<file path="config.mk">
export PLATFORM = sky130hd
export DESIGN_NAME = shoot_seq_ctrl
export DESIGN_NICKNAME = d
export VERILOG_FILES = /design/src/rtl/shoot_seq_ctrl.sv
export SDC_FILE = /design/constraint.sdc
export NUM_CORES = 1
export LEC_CHECK = 0
export BUFFER_PORTS_ARGS = -buffer_cell sky130_fd_sc_hd__buf_2
export CAP_MARGIN = 20
export CORE_MARGIN = 8
export CORE_UTILIZATION = 25
export DETAILED_ROUTE_END_ITERATION = 10
export HOLD_SLACK_MARGIN = 0.02
export PLACE_DENSITY = 0.49
export SLEW_MARGIN = 5
export SYNTH_ARGS = -nofsm -noshare
export SYNTH_HDL_FRONTEND = slang
export SYNTH_SLANG_ARGS = --single-unit
</file>
<file path="constraint.sdc">
create_clock -name i_clk -period 4.5 [get_ports i_clk]
set_input_delay 0.225 -clock i_clk [delete_from_list [all_inputs] [get_ports i_clk]]
set_output_delay 0.225 -clock i_clk [all_outputs]
set_load 0.02 [all_outputs]
</file>
<file path="src/rtl/shoot_seq_ctrl.sv">
// shoot_seq_ctrl
//
// Turret sequencing and arbitration controller. Owns the turret motor
// direction codes and the trigger servo start line, and shares the turret
// between the manual debounced push-buttons and an autonomous
// request/acknowledge port.
//
// Ports:
//   i_clk, i_rst          system clock, synchronous active-high reset
//   i_man_turn            manual turn, active while held
//   i_man_turn_back       manual turn back, active while held
//   i_man_fire            manual fire, rising edge requests one shot
//   i_auto_req            auto request valid, held until o_auto_ack
//   i_auto_op[1:0]        00 nop, 01 turn, 10 turn back, 11 fire
//   i_auto_len[7:0]       turn steps for ops 01/10
//   o_auto_ack            one-cycle pulse, auto request accepted
//   o_auto_done           one-cycle pulse, accepted request finished
//   o_auto_err            valid with o_auto_done, 1 = aborted or refused
//   o_left[1:0]           turret motor left code
//   o_right[1:0]          turret motor right code
//   o_servo_start         trigger servo start level
//   o_busy                high whenever the controller is not idle
//   o_shot_cnt[7:0]       shots fired since reset, saturating
//
// All outputs are registered and decoded from the next state, so they
// change on the same edge as the state register.

module shoot_seq_ctrl #(
    parameter int TURN_STEP_CYC = 5_000_000,
    parameter int FIRE_HOLD_CYC = 50_000_000,
    parameter int COOLDOWN_CYC  = 100_000_000,
    parameter int MAX_SHOTS     = 6
) (
    input  logic       i_clk,
    input  logic       i_rst,
    input  logic       i_man_turn,
    input  logic       i_man_turn_back,
    input  logic       i_man_fire,
    input  logic       i_auto_req,
    input  logic [1:0] i_auto_op,
    input  logic [7:0] i_auto_len,
    output logic       o_auto_ack,
    output logic       o_auto_done,
    output logic       o_auto_err,
    output logic [1:0] o_left,
    output logic [1:0] o_right,
    output logic       o_servo_start,
    output logic       o_busy,
    output logic [7:0] o_shot_cnt
);

    typedef enum logic [2:0] {
        IDLE, MAN_TURN, MAN_BACK, AUTO_TURN, AUTO_BACK, FIRE, COOLDOWN, DONE
    } state_t;

    localparam logic [31:0] STEP_LAST = 32'(TURN_STEP_CYC - 1);
    localparam logic [31:0] FIRE_LAST = 32'(FIRE_HOLD_CYC - 1);
    localparam logic [31:0] COOL_LAST = 32'(COOLDOWN_CYC - 1);
    localparam logic [7:0]  SHOT_MAX  = 8'(MAX_SHOTS);

    localparam logic [3:0] CODE_STOP = 4'b1111;
    localparam logic [3:0] CODE_TURN = 4'b1011;
    localparam logic [3:0] CODE_BACK = 4'b0111;

    state_t      r_state;
    state_t      w_next_state;
    logic [31:0] r_cyc;
    logic [7:0]  r_steps;
    logic        r_fire_prev;
    logic        r_auto_own;
    logic [7:0]  r_shot_cnt;

    logic        w_fire_rise;
    logic        w_full;
    logic        w_fire_req;
    logic        w_man_one;
    logic        w_man_any;
    logic        w_auto_accept;
    logic        w_err_next;
    logic        w_turn_last;
    logic [3:0]  w_code;
    logic        w_servo;
    logic        w_busy;
    logic        w_done;

    assign w_fire_rise = i_man_fire & ~r_fire_prev;
    assign w_full      = (r_shot_cnt >= SHOT_MAX);
    // A manual fire edge with an empty magazine is not a request at all,
    // so lower-priority requests can still be served in that cycle.
    assign w_fire_req  = w_fire_rise & ~w_full;
    assign w_man_one   = i_man_turn ^ i_man_turn_back;
    assign w_man_any   = i_man_turn | i_man_turn_back;
    assign w_turn_last = (r_cyc == STEP_LAST) && (r_steps == 8'd1);
    assign w_auto_accept = (r_state == IDLE) && !w_fire_req && !w_man_one && i_auto_req;

    // State register plus the registered outputs decoded from the next state.
    always_ff @(posedge i_clk) begin
        if (i_rst) begin
            r_state       <= IDLE;
            o_left        <= CODE_STOP[3:2];
            o_right       <= CODE_STOP[1:0];
            o_servo_start <= 1'b0;
            o_busy        <= 1'b0;
            o_auto_ack    <= 1'b0;
            o_auto_done   <= 1'b0;
            o_auto_err    <= 1'b0;
        end else begin
            r_state       <= w_next_state;
            o_left        <= w_code[3:2];
            o_right       <= w_code[1:0];
            o_servo_start <= w_servo;
            o_busy        <= w_busy;
            o_auto_ack    <= w_auto_accept;
            o_auto_done   <= w_done;
            o_auto_err    <= w_done & w_err_next;
        end
    end

    // Datapath: the cycle counter restarts on every state change and, inside
    // the auto turn states, at every step boundary while the step counter
    // walks down from the latched length. The fire edge detector runs in
    // every state; edges outside IDLE are simply never acted on.
    always_ff @(posedge i_clk) begin
        if (i_rst) begin
            r_cyc       <= 32'd0;
            r_steps     <= 8'd0;
            r_fire_prev <= 1'b0;
            r_auto_own  <= 1'b0;
            r_shot_cnt  <= 8'd0;
        end else begin
            r_fire_prev <= i_man_fire;
            if (r_state != w_next_state) begin
                r_cyc <= 32'd0;
            end else if ((r_state == AUTO_TURN || r_state == AUTO_BACK) && r_cyc == STEP_LAST) begin
                r_cyc   <= 32'd0;
                r_steps <= r_steps - 8'd1;
            end else begin
                r_cyc <= r_cyc + 32'd1;
            end
            if (w_auto_accept) begin
                r_steps    <= i_auto_len;
                r_auto_own <= 1'b1;
            end else if (r_state == IDLE && (w_fire_req || w_man_one)) begin
                r_auto_own <= 1'b0;
            end
            if (w_next_state == FIRE && r_state != FIRE && !w_full) begin
                r_shot_cnt <= r_shot_cnt + 8'd1;
            end
        end
    end

    // Next-state logic. IDLE arbitrates manual fire, then a single manual
    // turn button, then the auto port. w_err_next is the error flag that
    // accompanies an entry into DONE.
    always_comb begin
        w_next_state = r_state;
        w_err_next   = 1'b0;
        unique case (r_state)
            IDLE: begin
                if (w_fire_req) begin
                    w_next_state = FIRE;
                end else if (w_man_one) begin
                    w_next_state = i_man_turn ? MAN_TURN : MAN_BACK;
                end else if (i_auto_req) begin
                    unique case (i_auto_op)
                        2'b01:   w_next_state = (i_auto_len != 8'd0) ? AUTO_TURN : DONE;
                        2'b10:   w_next_state = (i_auto_len != 8'd0) ? AUTO_BACK : DONE;
                        2'b11: begin
                            w_next_state = w_full ? DONE : FIRE;
                            w_err_next   = w_full;
                        end
                        default: w_next_state = DONE;
                    endcase
                end
            end
            MAN_TURN: begin
                if (!(i_man_turn && !i_man_turn_back)) w_next_state = IDLE;
            end
            MAN_BACK: begin
                if (!(i_man_turn_back && !i_man_turn)) w_next_state = IDLE;
            end
            AUTO_TURN, AUTO_BACK: begin
                if (w_man_any) begin
                    w_next_state = DONE;
                    w_err_next   = 1'b1;
                end else if (w_turn_last) begin
                    w_next_state = DONE;
                end
            end
            FIRE: begin
                if (r_cyc == FIRE_LAST) w_next_state = COOLDOWN;
            end
            COOLDOWN: begin
                if (r_cyc == COOL_LAST) w_next_state = r_auto_own ? DONE : IDLE;
            end
            DONE: begin
                w_next_state = IDLE;
            end
            default: w_next_state = IDLE;
        endcase
    end

    // Output decode from the next state; the results are registered above.
    always_comb begin
        w_code  = CODE_STOP;
        w_servo = (w_next_state == FIRE);
        w_busy  = (w_next_state != IDLE);
        w_done  = (w_next_state == DONE);
        if (w_next_state == MAN_TURN || w_next_state == AUTO_TURN) begin
            w_code = CODE_TURN;
        end else if (w_next_state == MAN_BACK || w_next_state == AUTO_BACK) begin
            w_code = CODE_BACK;
        end
    end

    assign o_shot_cnt = r_shot_cnt;

endmodule

</file>
# Yosys cells after proc, flatten, opt, wreduce, memory -nomap -nowiden
# Index checks and enable logic that the tools add are counted.
[op_classes] add_sub_neg=3 order_cmp=1 eq_ne=23 mux=29 bitwise=7 n_reduce_logical=28
[op_table] operator="2-to-1 mux 3 bit" count=12
[op_table] operator="adder 32 x 1 -> 32 bit (second input constant)" count=1
[op_table] operator="equality test 32 x 23 -> 1 bit (second input constant)" count=1
[op_table] operator="equality test 32 x 26 -> 1 bit (second input constant)" count=1
[op_table] operator="equality test 32 x 27 -> 1 bit (second input constant)" count=1
[op_table] operator="2-to-1 mux 8 bit" count=3
[op_table] operator="equality test 3 bit (second input constant)" count=7
[op_table] operator="one-hot mux 3 bit (7 select lines)" count=1
[op_table] operator="equality test 3 x 2 -> 1 bit (second input constant)" count=4
[op_table] operator="logical AND 1 bit" count=10
[op_table] operator="one-hot mux 3 bit (3 select lines)" count=1
[op_table] operator="adder 8 x 1 -> 8 bit (second input constant)" count=1
[op_table] operator="equality test 8 x 1 -> 1 bit (second input constant)" count=1
[op_table] operator=">= comparator 8 x 3 -> 1 bit (second input constant)" count=1
[op_table] operator="nonzero test 8 bit" count=1
[op_table] operator="subtractor 8 x 1 -> 8 bit (second input constant)" count=1
[op_table] operator="2-to-1 mux 1 bit" count=7
[op_table] operator="equality test 3 x 1 -> 1 bit (second input constant)" count=2
[op_table] operator="2-to-1 mux 2 bit" count=3
[op_table] operator="logical NOT 1 bit" count=5
[op_table] operator="equality test 2 bit (second input constant)" count=2
[op_table] operator="logical OR 1 bit" count=4
[op_table] operator="2-to-1 mux 4 bit" count=1
[op_table] operator="nonzero test 2 bit" count=2
[op_table] operator="other kinds (14)" count=18
[word_totals] register_bits=62 inputBits=16 output_inout_bits=17 elab_cells=105

# Depth between registers and ports, before layout
# Gate-level depths: netlist of run 1.
[logic_depth] ltp_word=11 depth_mapped=10 depth_no_buf=9

# Worst setup path before layout of run 1
# Ideal clock, no wire load.
[synth_timing] kind="reg2reg" startpoint="register r_cyc[28]" endpoint="register r_shot_cnt[0], in the netlist o_shot_cnt[0]" setup_time_ps=123 arrival_ps=2518 required_ps=4377 slack_ps=1859 stages_incl_launch_ff=8 path_buffers=0 synth_period_minus_slack_ps=2641 cell_sequence="dfxtp_1 -> or4_4 -> or4_4 -> nor4_4 -> o31ai_1 -> a31oi_2 -> and4_1 -> mux2_1"
[synth_between] elab_chain_len=8 word_cells_on_any_way=12 cone_classes="eq/ne (4); mux (5); reduce/logical (3)"
[synth_rtl] element="start: declaration" line="67" text="logic [31:0] r_cyc;"
[synth_rtl] element="start signal: assignment" line="138" text="r_cyc <= r_cyc + 32'd1;"
[synth_rtl] element="equality test 32 x 23 -> 1 bit" line="93" text="assign w_turn_last = (r_cyc == STEP_LAST) && (r_steps == 8'd1);"
[synth_rtl] element="logical AND 1 bit" line="93"
[synth_rtl] element="2-to-1 mux 3 bit" line="186" text="end else if (w_turn_last) begin"
[synth_rtl] element="2-to-1 mux 3 bit" line="183" text="if (w_man_any) begin"
[synth_rtl] element="one-hot mux 3 bit (7 select lines) (*)" line="158" text="unique case (r_state)"
[synth_rtl] element="equality test 3 bit (*)" line="146" text="if (w_next_state == FIRE && r_state != FIRE && !w_full) begin"
[synth_rtl] element="logical AND 1 bit (*) (2 in series)" line="146"
[synth_rtl] element="end signal: assignment" line="147" text="r_shot_cnt <= r_shot_cnt + 8'd1;"
[synth_rtl] element="end: declaration" line="71" text="logic [7:0] r_shot_cnt;"
# Mark *: on every way between the ends. The rest lies on a longest branch, timed or not.
# A chain may end at the register's enable or synchronous reset.

# Worst setup path in the final report of run 1
# Ends and elaborated chain as after synthesis.

==> flow_summary.yaml, run 1 <==
floorplanning:
  core_um2: 13030
  initial_core_util_pct: 25.25
  ioPinCount: 33
  die_area_um2: 17090
  chipWidth_um: 130.7
  fp-row-count: 42
  die_h_um: 130.7
clock_network:
  clk_pin_slew_worst_paths_ns: 0.05
  clock_sinks: 60
  postCtsSetupRepairBufs: 0
  cts_resized: 0
  ctsHoldBuffers: 0
  cts_buffers: 9
  h-tree-depth: 3
  cts_root_buf: "clkbuf_16"
  cts_tree: "yes"
  worstSkewPairLatency_ns: 0.33
  clk_path_buf_depth: 2
yosys:
  synth_top_area_cell: "dfxtp_1"
  async_flop_share_pct: 0
  synth_edf_count: 0
  synthCells: 394
  synth_cell_type_count: 62
  synth_top_area_share_pct: 36.50
  yosys_warnings: 0
  synthTopCellsByArea: "dfxtp_1 37%, nor2_1 7.8%, xnor2_1 5.1%"
  synth_flop_cell: "dfxtp_1"
  synth-seq-cells: 60
  synth_area_um2: 3291
  ys_seq_area_share_pct: 36.50
  avgSynthCellArea_um2: 8.352
worst_setup_path:
  cp_slowest_cell: "or4_4"
  endpoint_kind: "flip-flop"
  critical_path.max_stage_delay_ns: 0.57
  worstPathCellList: "or4_4 > nor4_2 > a41oi_1 > a211o_1 > nor2_1 > and4_1 > mux2_1"
  start_kind: "flip-flop"
  r2r_cells: 7
  r2r_start: "r_cyc[28]"
  worstPathArrival_ns: 3.15
  r2r-end: "o_shot_cnt[0]"
  path_class: "reg2reg"
  critical_path_required_ns: 4.71
  cp_max_fo: 9
  reg2reg_slack_ns: 1.56
timing:
  period_minus_slack_ns: 2.942
  finalCritPeriodShare_pct: 65.37
  setup_viol: 0
  holdWs_ns: 0.1243
  setup_tns_ns: 0
  maxSlewViolCount: 0
  worst_pin_slew_ns: 0.8629
  layout_setup_ws_ns: 1.558
  max_slew_margin_pct: 41.94
  finalHoldViolations: 0
  fin_skew_ns: 0.005688
  rsz0062_at_grt: "no"
  max_freq_mhz: 339.9
worst_hold_path:
  min_from: "i_man_fire"
  holdPathEnd: "r_fire_prev"
  hold_depth: 2
  min_path_type: "in2reg"
route:
  drtIter0Drc: 107
  routed_wl_um: 8424
  first_pass_iters: 4
  vias_per_cell: 4.816
  drt-wirelength-per-cell_um: 13.95
  route.detailed.drc: 0
  antenna_left: 0
  vias: 2909
power:
  vdd.ir_drop.worst_uv: 172.3
  power_leakage_nw: 1.411
  powerDensity_nw_per_um2: 484.0
cells_and_area:
  final_common_cell: "nor2_1"
  mostFrequentLayoutCells: "68 x nor2_1, 60 x dfxtp_1, 30 x buf_2"
  drive_above_1_share_pct: 14.95
  fin_util_pct: 30.17
  area_delta_synth_final_pct: 19.47
  antenna_cells: 0
  instances_no_fill: 604
  final_nets: 447
global_route:
  antenna_found_initial: 0
  grt_pass1_wl_um: 13860
  grt_pass1_vias: 2773
  grt_max_degree: 33
  grt-ovfl-total: 0
  grt_usage_pct: 10.32
placed_design:
  place.port_buffers: 30
  gp_congestion: 0.7781
  place_ws_ns: 1.586
  dp.cells: 588
  dp_hpwl_um: 6372
status:
  status: "completed"
job:
  max_cap_viol_count: 0
==> how the worst max path moves through the flow <==
stage / start / endpoint / slack [ns] / cells after the start
after floorplan: r_cyc[28] / o_shot_cnt[0] / 1.86 / 7
after global placement: r_cyc[28] / o_shot_cnt[0] / 1.62 / 7
after detailed placement: r_cyc[28] / o_shot_cnt[0] / 1.59 / 7
after CTS: r_cyc[28] / o_shot_cnt[0] / 1.55 / 7
after global routing: r_cyc[0] / o_shot_cnt[0] / 1.32 / 8
final: r_cyc[28] / o_shot_cnt[0] / 1.56 / 7
==> layout make-up <==
type / count / area, um^2
clock inverters: 3 / 42.54
clock buffers: 13 / 280.3
fillers: 1414 / 9101
flip-flops and latches: 60 / 1201
inverters: 17 / 63.81
repair buffers: 31 / 157.7
multi-input cells: 304 / 1966
well taps: 176 / 220.2
==> sequential cells by signal, summed over array words and instances (netlist names), 2 cells and up <==
name	count
r_cyc	32
o_shot_cnt	8
r_steps	8
r_state	3
o_left	2
==> cell families (layout without fill, tap and decap cells) <==
family	after synthesis	in the layout	synth area share [%]
xor gates and xnor gates	35	35	9.315
muxes	2	2	0.6464
adders and majority gates	8	8	3.042
DFF	60	60	36.50
AOI/OAI and AO/OA	60	60	13.19
other	1	2	0.1140
and+or+nand+nor	197	197	33.31
buffers and inverters	31	64	3.878
==> metrics by stage <==
step	power, mW	instance area (um^2)
2_1_floorplan	1.045	3294
3_3_place_gp	1.189	3608
3_5_place_dp	1.193	3608
4_1_cts	1.929	3931
5_1_grt	2.016	3931
6_report	1.903	3931
==> report_power, final <==
part	switching, mW	total, mW	internal (mW)
combinational	0.338	0.525	0.187
clock	0.235	0.722	0.487
sequential	0.0729	0.656	0.583
total	0.646	1.90	1.26
==> routing by layer <==
metal,up-vias,part of all wire [%],track usage (%)
li1,1474,-,-
met1,1386,48,12.80
met2,42,47,16.73
met3,7,3.5,3.003
met4,0,1.1,3.511
met5,-,0,0
==> critical path, delay by kind of cell, from the launching register on <==
kind | cells | cell delay [ns]
AO/OA/AOI/OAI | 2 | 0.47
flip-flops | 1 | 0.34
multiplexers | 1 | 0.32
AND/OR/NAND/NOR | 4 | 1.69
==> cells in the mapped netlist (3+ instances only) <==
cell and count:
and4_1 3, and3_1 6, nor2_1 68, buf_2 3, nand4b_1 3, nor2b_1 11, nand3b_1 4, a41oi_1 5
dfxtp_1 60, xor2_1 16, nand4_1 16, nor4b_1 3, nand3_1 18, a21oi_1 13, clkbuf_1 8, nor3b_1 3
a211oi_1 5, nor3_1 5, xnor2_1 19, or3_1 3, nand2_1 23, nor4_1 12, inv_1 17, o21ai_0 10
ha_1 8, nand2b_1 4
Note: power is estimated with default switching activity, not from simulation.
==> inputs of run 2 (changes only) <==
--- a/config.mk
+++ b/config.mk
@@ -11,7 +11,7 @@
 export CORE_UTILIZATION = 25
 export DETAILED_ROUTE_END_ITERATION = 10
 export HOLD_SLACK_MARGIN = 0.02
-export PLACE_DENSITY = 0.49
+export PLACE_DENSITY = 0.51
 export SLEW_MARGIN = 5
 export SYNTH_ARGS = -nofsm -noshare
 export SYNTH_HDL_FRONTEND = slang
==> constraint.sdc (replaced) <==
create_clock -name i_clk -period 2.6 [get_ports i_clk]
set_input_delay 0.13 -clock i_clk [delete_from_list [all_inputs] [get_ports i_clk]]
set_output_delay 0.13 -clock i_clk [all_outputs]
set_load 0.02 [all_outputs]
==> run 2 against run 1 <==
Net effect:
- clock power increased by 84%
- via count grew 7.8%
- setup slack got worse by 1.6 ns
- total power is 100% higher
- routed wire length increased by 6.1%
- combinational power rose to 2.7 times the previous value
- sequential power rose by 62%
- core utilization increased by 5.3 points
- clock-buffer cell count shrank 1
- register-to-register slack got worse by 1.6 ns
- largest power group is now combinational cells
- the run now ends with setup timing left
==> flow_summary.yaml, run 2 (same netlist as run 1, synthesis figures left out) <==
status:
  status: "complete, but fails checks"
  violations: "setup timing"
route:
  drt-wirelength-per-cell_um: 13.38
  routed_wl_um: 8940
  vias_per_cell: 4.693
  first_pass_iters: 4
  vias: 3135
  route.detailed.drc: 0
  drtIter0Drc: 185
  antenna_left: 0
clock_network:
  cts_tree: "yes"
  h-tree-depth: 3
  clock_sinks: 60
  cts_buffers: 9
  cts_root_buf: "clkbuf_16"
  worstSkewPairLatency_ns: 0.33
  clk_path_buf_depth: 2
  clk_pin_slew_worst_paths_ns: 0.05
cells_and_area:
  drive_above_1_share_pct: 29.47
  final_nets: 511
  stdcell_area_um2: 4623
  top_register: "r_cyc"
  area_delta_synth_final_pct: 40.49
  largest_reg_flops: 32
  final_common_cell: "nor2_1"
  fin_util_pct: 35.47
  mostFrequentLayoutCells: "63 x nor2_1, 58 x dfxtp_1, 56 x buf_4"
  antenna_cells: 0
power:
  power_frac_comb_pct: 37.3
  vdd.ir_drop.worst_uv: 319.6
  p_sw_mw: 1.261
  sw_frac_of_total_pct: 33.09
  power_leakage_nw: 1.796
  seq_power_share_pct: 27.8
  p_clk_share_pct: 34.9
  powerDensity_nw_per_um2: 824.0
  p_int_mw: 2.549
floorplanning:
  die_area_um2: 17090
  chipWidth_um: 130.7
  fp-row-count: 42
  die_h_um: 130.7
  core_um2: 13030
  ioPinCount: 33
  initial_core_util_pct: 25.25
timing:
  fin_skew_ns: 0.004119
  finalCritPeriodShare_pct: 100.8
  setup_tns_ns: -0.1274
  setup_viol: 8
  worst_pin_slew_ns: 0.5206
  max_freq_mhz: 381.7
  finalHoldViolations: 0
  maxSlewViolCount: 0
  period_minus_slack_ns: 2.620
  max_slew_margin_pct: 64.97
  layout_setup_ws_ns: -0.01991
  rsz0062_at_grt: "yes"
placed_design:
  dp_hpwl_um: 6538
  gp_congestion: 0.8312
  place.port_buffers: 30
  placed_cell_area_um2: 4011
global_route:
  grt_pass1_vias: 2998
  grt_pass1_wl_um: 14320
  grt_usage_pct: 10.61
  grt-ovfl-total: 0
  grt_max_degree: 33
  antenna_found_initial: 0
worst_setup_path:
  cp_slowest_cell: "or4b_4"
  worstPathArrival_ns: 2.84
  path_class: "reg2reg"
  critical_path_required_ns: 2.82
  critical_path.max_stage_delay_ns: 0.56
  worstPathCellList: "or4b_4 > nor4_4 > a41oi_2 > a211o_1 > or2_4 > o221ai_4 > clkbuf_16 > nor2_1"
  start_kind: "flip-flop"
  reg2reg_slack_ns: -0.02
  endpoint_kind: "flip-flop"
  cp_max_fo: 8
worst_hold_path:
  min_path_type: "in2reg"
job:
  max_cap_viol_count: 0
==> run 2: cell count changes in the layout (fill, tap and decap cells not counted), sizes merged <==
cell	before	now
buf	31	90
clkinv	1	2
bufinv	1	2
dlygate4sd3	0	4
clkinvlp	1	0
==> run 2: worst max-delay path, delay by kind of cell, from the launching register on <==
kind,cells,cell delay (ns)
DFF,1,0.31
AOI/OAI and AO/OA,3,0.78
buffers and inverters,1,0.23
and+or+nand+nor,4,1.20
==> run 2: final timing paths <==
check	startpoint	to	depth (start not counted)
worst max-delay path	r_cyc[12]	r_cyc[22]	8
worst min-delay path	i_auto_len[6]	r_steps[6]	3
worst max register to register	r_cyc[12]	r_cyc[22]	8
worst min register to register	o_shot_cnt[4]	o_shot_cnt[4]	1
==> run 2: power groups by stage <==
stage | clock network [mW] | logic (mW) | registers [mW]
final | 1.33 | 1.42 | 1.06
after global routing | 1.40 | 1.55 | 1.07
after CTS | 1.36 | 1.24 | 1.06
after detailed placement | 0 | 1.18 | 1.08
after global placement | 0 | 1.17 | 1.08
after floorplan | 0 | 0.672 | 1.14
==> run 2: through the flow <==
| stage | total power [mW] | setup WS (ns) | hold slack, ns | cells |
|---|---|---|---|---|
| floorplan | 1.809 | -0.04079 | 0.2386 | 395 |
| global placement | 2.252 | -0.06463 | 0.3466 | 640 |
| detailed placement | 2.263 | -0.1085 | 0.3474 | 640 |
| CTS | 3.654 | -0.002430 | 0.05103 | 663 |
| global route | 4.019 | -0.09827 | 0.05666 | 668 |
| finish | 3.810 | -0.01991 | 0.04931 | 668 |
==> run 2: repair_timing <==
item                                    CTS  global route
gates resized for setup                   7            25
pin swaps                                 5            18
hold buffers                              4             0
endpoints found under the setup margin   16            46
setup buffers                             3             3
endpoints found under the hold margin     4             0
gates cloned                              0             2
==> run 2: metal layers <==
metal	vias to the layer above	part of all wire (%)	GRT usage, %
li1	1602	-	-
met1	1479	45	12.52
met5	-	0	0
met3	11	4.4	3.003
met2	43	49	18.04
met4	0	1.2	3.714
==> run 2: area by class of cell <==
class                           instances  area (um^2)
Tap cell                              176        220.2
Inverter                               17        63.81
Multi-Input combinational cell        304         2110
Clock inverter                          4        70.07
Timing Repair Buffer                   95        689.4
Sequential cell                        60         1204
Clock buffer                           12        266.5
Fill cell                            1369         8409
==> inputs of run 3 (changes only) <==
--- a/config.mk
+++ b/config.mk
@@ -8,10 +8,10 @@
 export BUFFER_PORTS_ARGS = -buffer_cell sky130_fd_sc_hd__buf_2
 export CAP_MARGIN = 20
 export CORE_MARGIN = 8
-export CORE_UTILIZATION = 25
+export CORE_UTILIZATION = 50
 export DETAILED_ROUTE_END_ITERATION = 10
 export HOLD_SLACK_MARGIN = 0.02
-export PLACE_DENSITY = 0.51
+export PLACE_DENSITY = 0.81
 export SLEW_MARGIN = 5
 export SYNTH_ARGS = -nofsm -noshare
 export SYNTH_HDL_FRONTEND = slang
==> run 3 against run 2 <==
Net effect:
- the run still ends with setup timing left
- die area is 45% lower
- worst hold slack improved by 0.020 ns
- non-clock buffer count is 12 lower
- via count increased by 4.6%
- sequential share of layout area rose by 1.5 points
- clock-buffer cell count fell by 2
- critical endpoint is now r_cyc[28]
==> flow_summary.yaml, run 3 (same netlist as run 1, synthesis figures left out) <==
timing:
  holdWs_ns: 0.06968
  maxSlewViolCount: 0
  fin_skew_ns: 0.01526
  setup_viol: 21
  finalHoldViolations: 0
  finalCritPeriodShare_pct: 101.2
  layout_setup_ws_ns: -0.03185
  worst_pin_slew_ns: 0.6674
  max_slew_margin_pct: 55.09
  rsz0062_at_grt: "yes"
  period_minus_slack_ns: 2.632
  max_freq_mhz: 380.0
global_route:
  grt_max_degree: 33
  grt_pass1_wl_um: 13690
  grt_usage_pct: 17.13
  grt-ovfl-total: 0
  antenna_found_initial: 0
  grt_pass1_vias: 3116
clock_network:
  clk_path_buf_depth: 2
  cts_tree: "yes"
  cts_root_buf: "clkbuf_8"
  h-tree-depth: 3
  clk_pin_slew_worst_paths_ns: 0.07
  worstSkewPairLatency_ns: 0.36
  clock_sinks: 60
  cts_buffers: 9
cells_and_area:
  instances_no_fill: 557
  stdcell_area_um2: 4368
  fin_util_pct: 68.79
  drive_above_1_share_pct: 30.63
  final_common_cell: "dfxtp_1"
  area_delta_synth_final_pct: 32.74
  antenna_cells: 0
  largest_reg_flops: 32
  top_register: "r_cyc"
  final_nets: 499
  mostFrequentLayoutCells: "58 x dfxtp_1, 47 x nor2_1, 42 x buf_4"
route:
  vias: 3278
  first_pass_iters: 5
  drtIter0Drc: 159
  vias_per_cell: 5.885
  drt-wirelength-per-cell_um: 16.13
  routed_wl_um: 8986
  route.detailed.drc: 0
  antenna_left: 0
worst_setup_path:
  cp_max_fo: 8
  critical_path.max_stage_delay_ns: 0.53
  critical_path_required_ns: 2.84
  crit_buf_inv: 4
  cp_slowest_cell: "or4_4"
  worstPathCellList: "or4_4 > or4_4 > buf_6 > nor4b_4 > buf_4 > a311oi_1 > o21a_1 > o221ai_4 > buf_12 > clkbuf_16 > nor2_1"
  cp_top_family: "simple AND/OR/NAND/NOR gates"
  crit_top_cell: "or4_4"
  worstPathArrival_ns: 2.87
  path_class: "reg2reg"
  endpoint_kind: "flip-flop"
  start_kind: "flip-flop"
placed_design:
  place.port_buffers: 30
  placed_cell_area_um2: 3782
  gp_congestion: 0.9188
  dp.cells: 527
  dp_hpwl_um: 5852
power:
  powerDensity_nw_per_um2: 827.4
  power_leakage_nw: 1.684
  vdd.ir_drop.worst_uv: 582.4
  p_total_mw: 3.614
status:
  status: "complete, but fails checks"
  violations: "setup timing"
floorplanning:
  fp-row-count: 29
  core_um2: 6350
  die_h_um: 97.13
  initial_core_util_pct: 51.82
  ioPinCount: 33
  die_area_um2: 9433
  chipWidth_um: 97.13
job:
  max_cap_viol_count: 0
worst_hold_path:
  min_path_type: "in2reg"
==> run 3: changes by cell type in the layout (fill, tap and decap cells not counted), moves of 2 or more <==
cell / change
nor2_2: +16
clkbuf_8: +7
nor2_1: -16
nor4b_2: -2
buf_4: -14
clkbuf_16: -8
nor4b_1: +2
==> run 3: cell type report <==
cell class | instances | area [um^2]
Clock buffer | 10 | 137.6
Clock inverter | 6 | 111.4
Fill cell | 479 | 1982
Inverter | 17 | 63.81
Multi-Input combinational cell | 304 | 2127
Sequential cell | 60 | 1204
Tap cell | 77 | 96.34
Timing Repair Buffer | 83 | 628.1
==> run 3: stage by stage <==
stage | TNS, ns | setup slack, ns
final | -0.2349 | -0.03185
after global routing | -3.655 | -0.1515
after CTS | 0 | 0.01063
after detailed placement | -0.5523 | -0.1120
after global placement | -0.01759 | -0.01759
after floorplan | -0.04079 | -0.04079
==> run 3: what timing repair did <==
action / in CTS / in global routing
cloned: 0 / 3
pin swaps: 2 / 13
hold buffers: 5 / 0
setup endpoints to repair: 37 / 44
resized for setup: 2 / 43
endpoints found under the hold margin: 5 / 0
setup buffers: 2 / 4
==> run 3: tightest hold or removal path, delay by kind of cell <==
| family | cells | cell delay, ns |
|---|---|---|
| buffers and inverters | 1 | 0.11 |
| and+or+nand+nor | 1 | 0.09 |
| AOI/OAI and AO/OA | 1 | 0.05 |
==> run 3: metal layers <==
metal / vias up / global-route usage, % / wire length, um
met5: - / 0 / 0
met4: 0 / 8.639 / 229
met3: 24 / 5.121 / 553
met2: 117 / 29.11 / 4450
met1: 1557 / 18.89 / 3753
li1: 1580 / - / -
==> run 3: path summary, 6_finish.rpt <==
path                         to  slack (ns)           from  cells past startpoint
setup reg to reg      r_cyc[28]       -0.03      r_cyc[28]                     11
hold / removal       r_steps[2]        0.07  i_auto_len[2]                      3
setup / recovery      r_cyc[28]       -0.03      r_cyc[28]                     11
hold reg to reg   o_shot_cnt[4]        0.49  o_shot_cnt[4]                      1
==> run 3: report_power, final <==
group / total, mW / internal [mW] / leakage [nW] / switching (mW)
clock network: 1.06 / 0.662 / 0.122 / 0.394
registers: 1.06 / 1.01 / 0.487 / 0.0542
logic: 1.50 / 0.649 / 1.07 / 0.846
total: 3.61 / 2.32 / 1.68 / 1.30
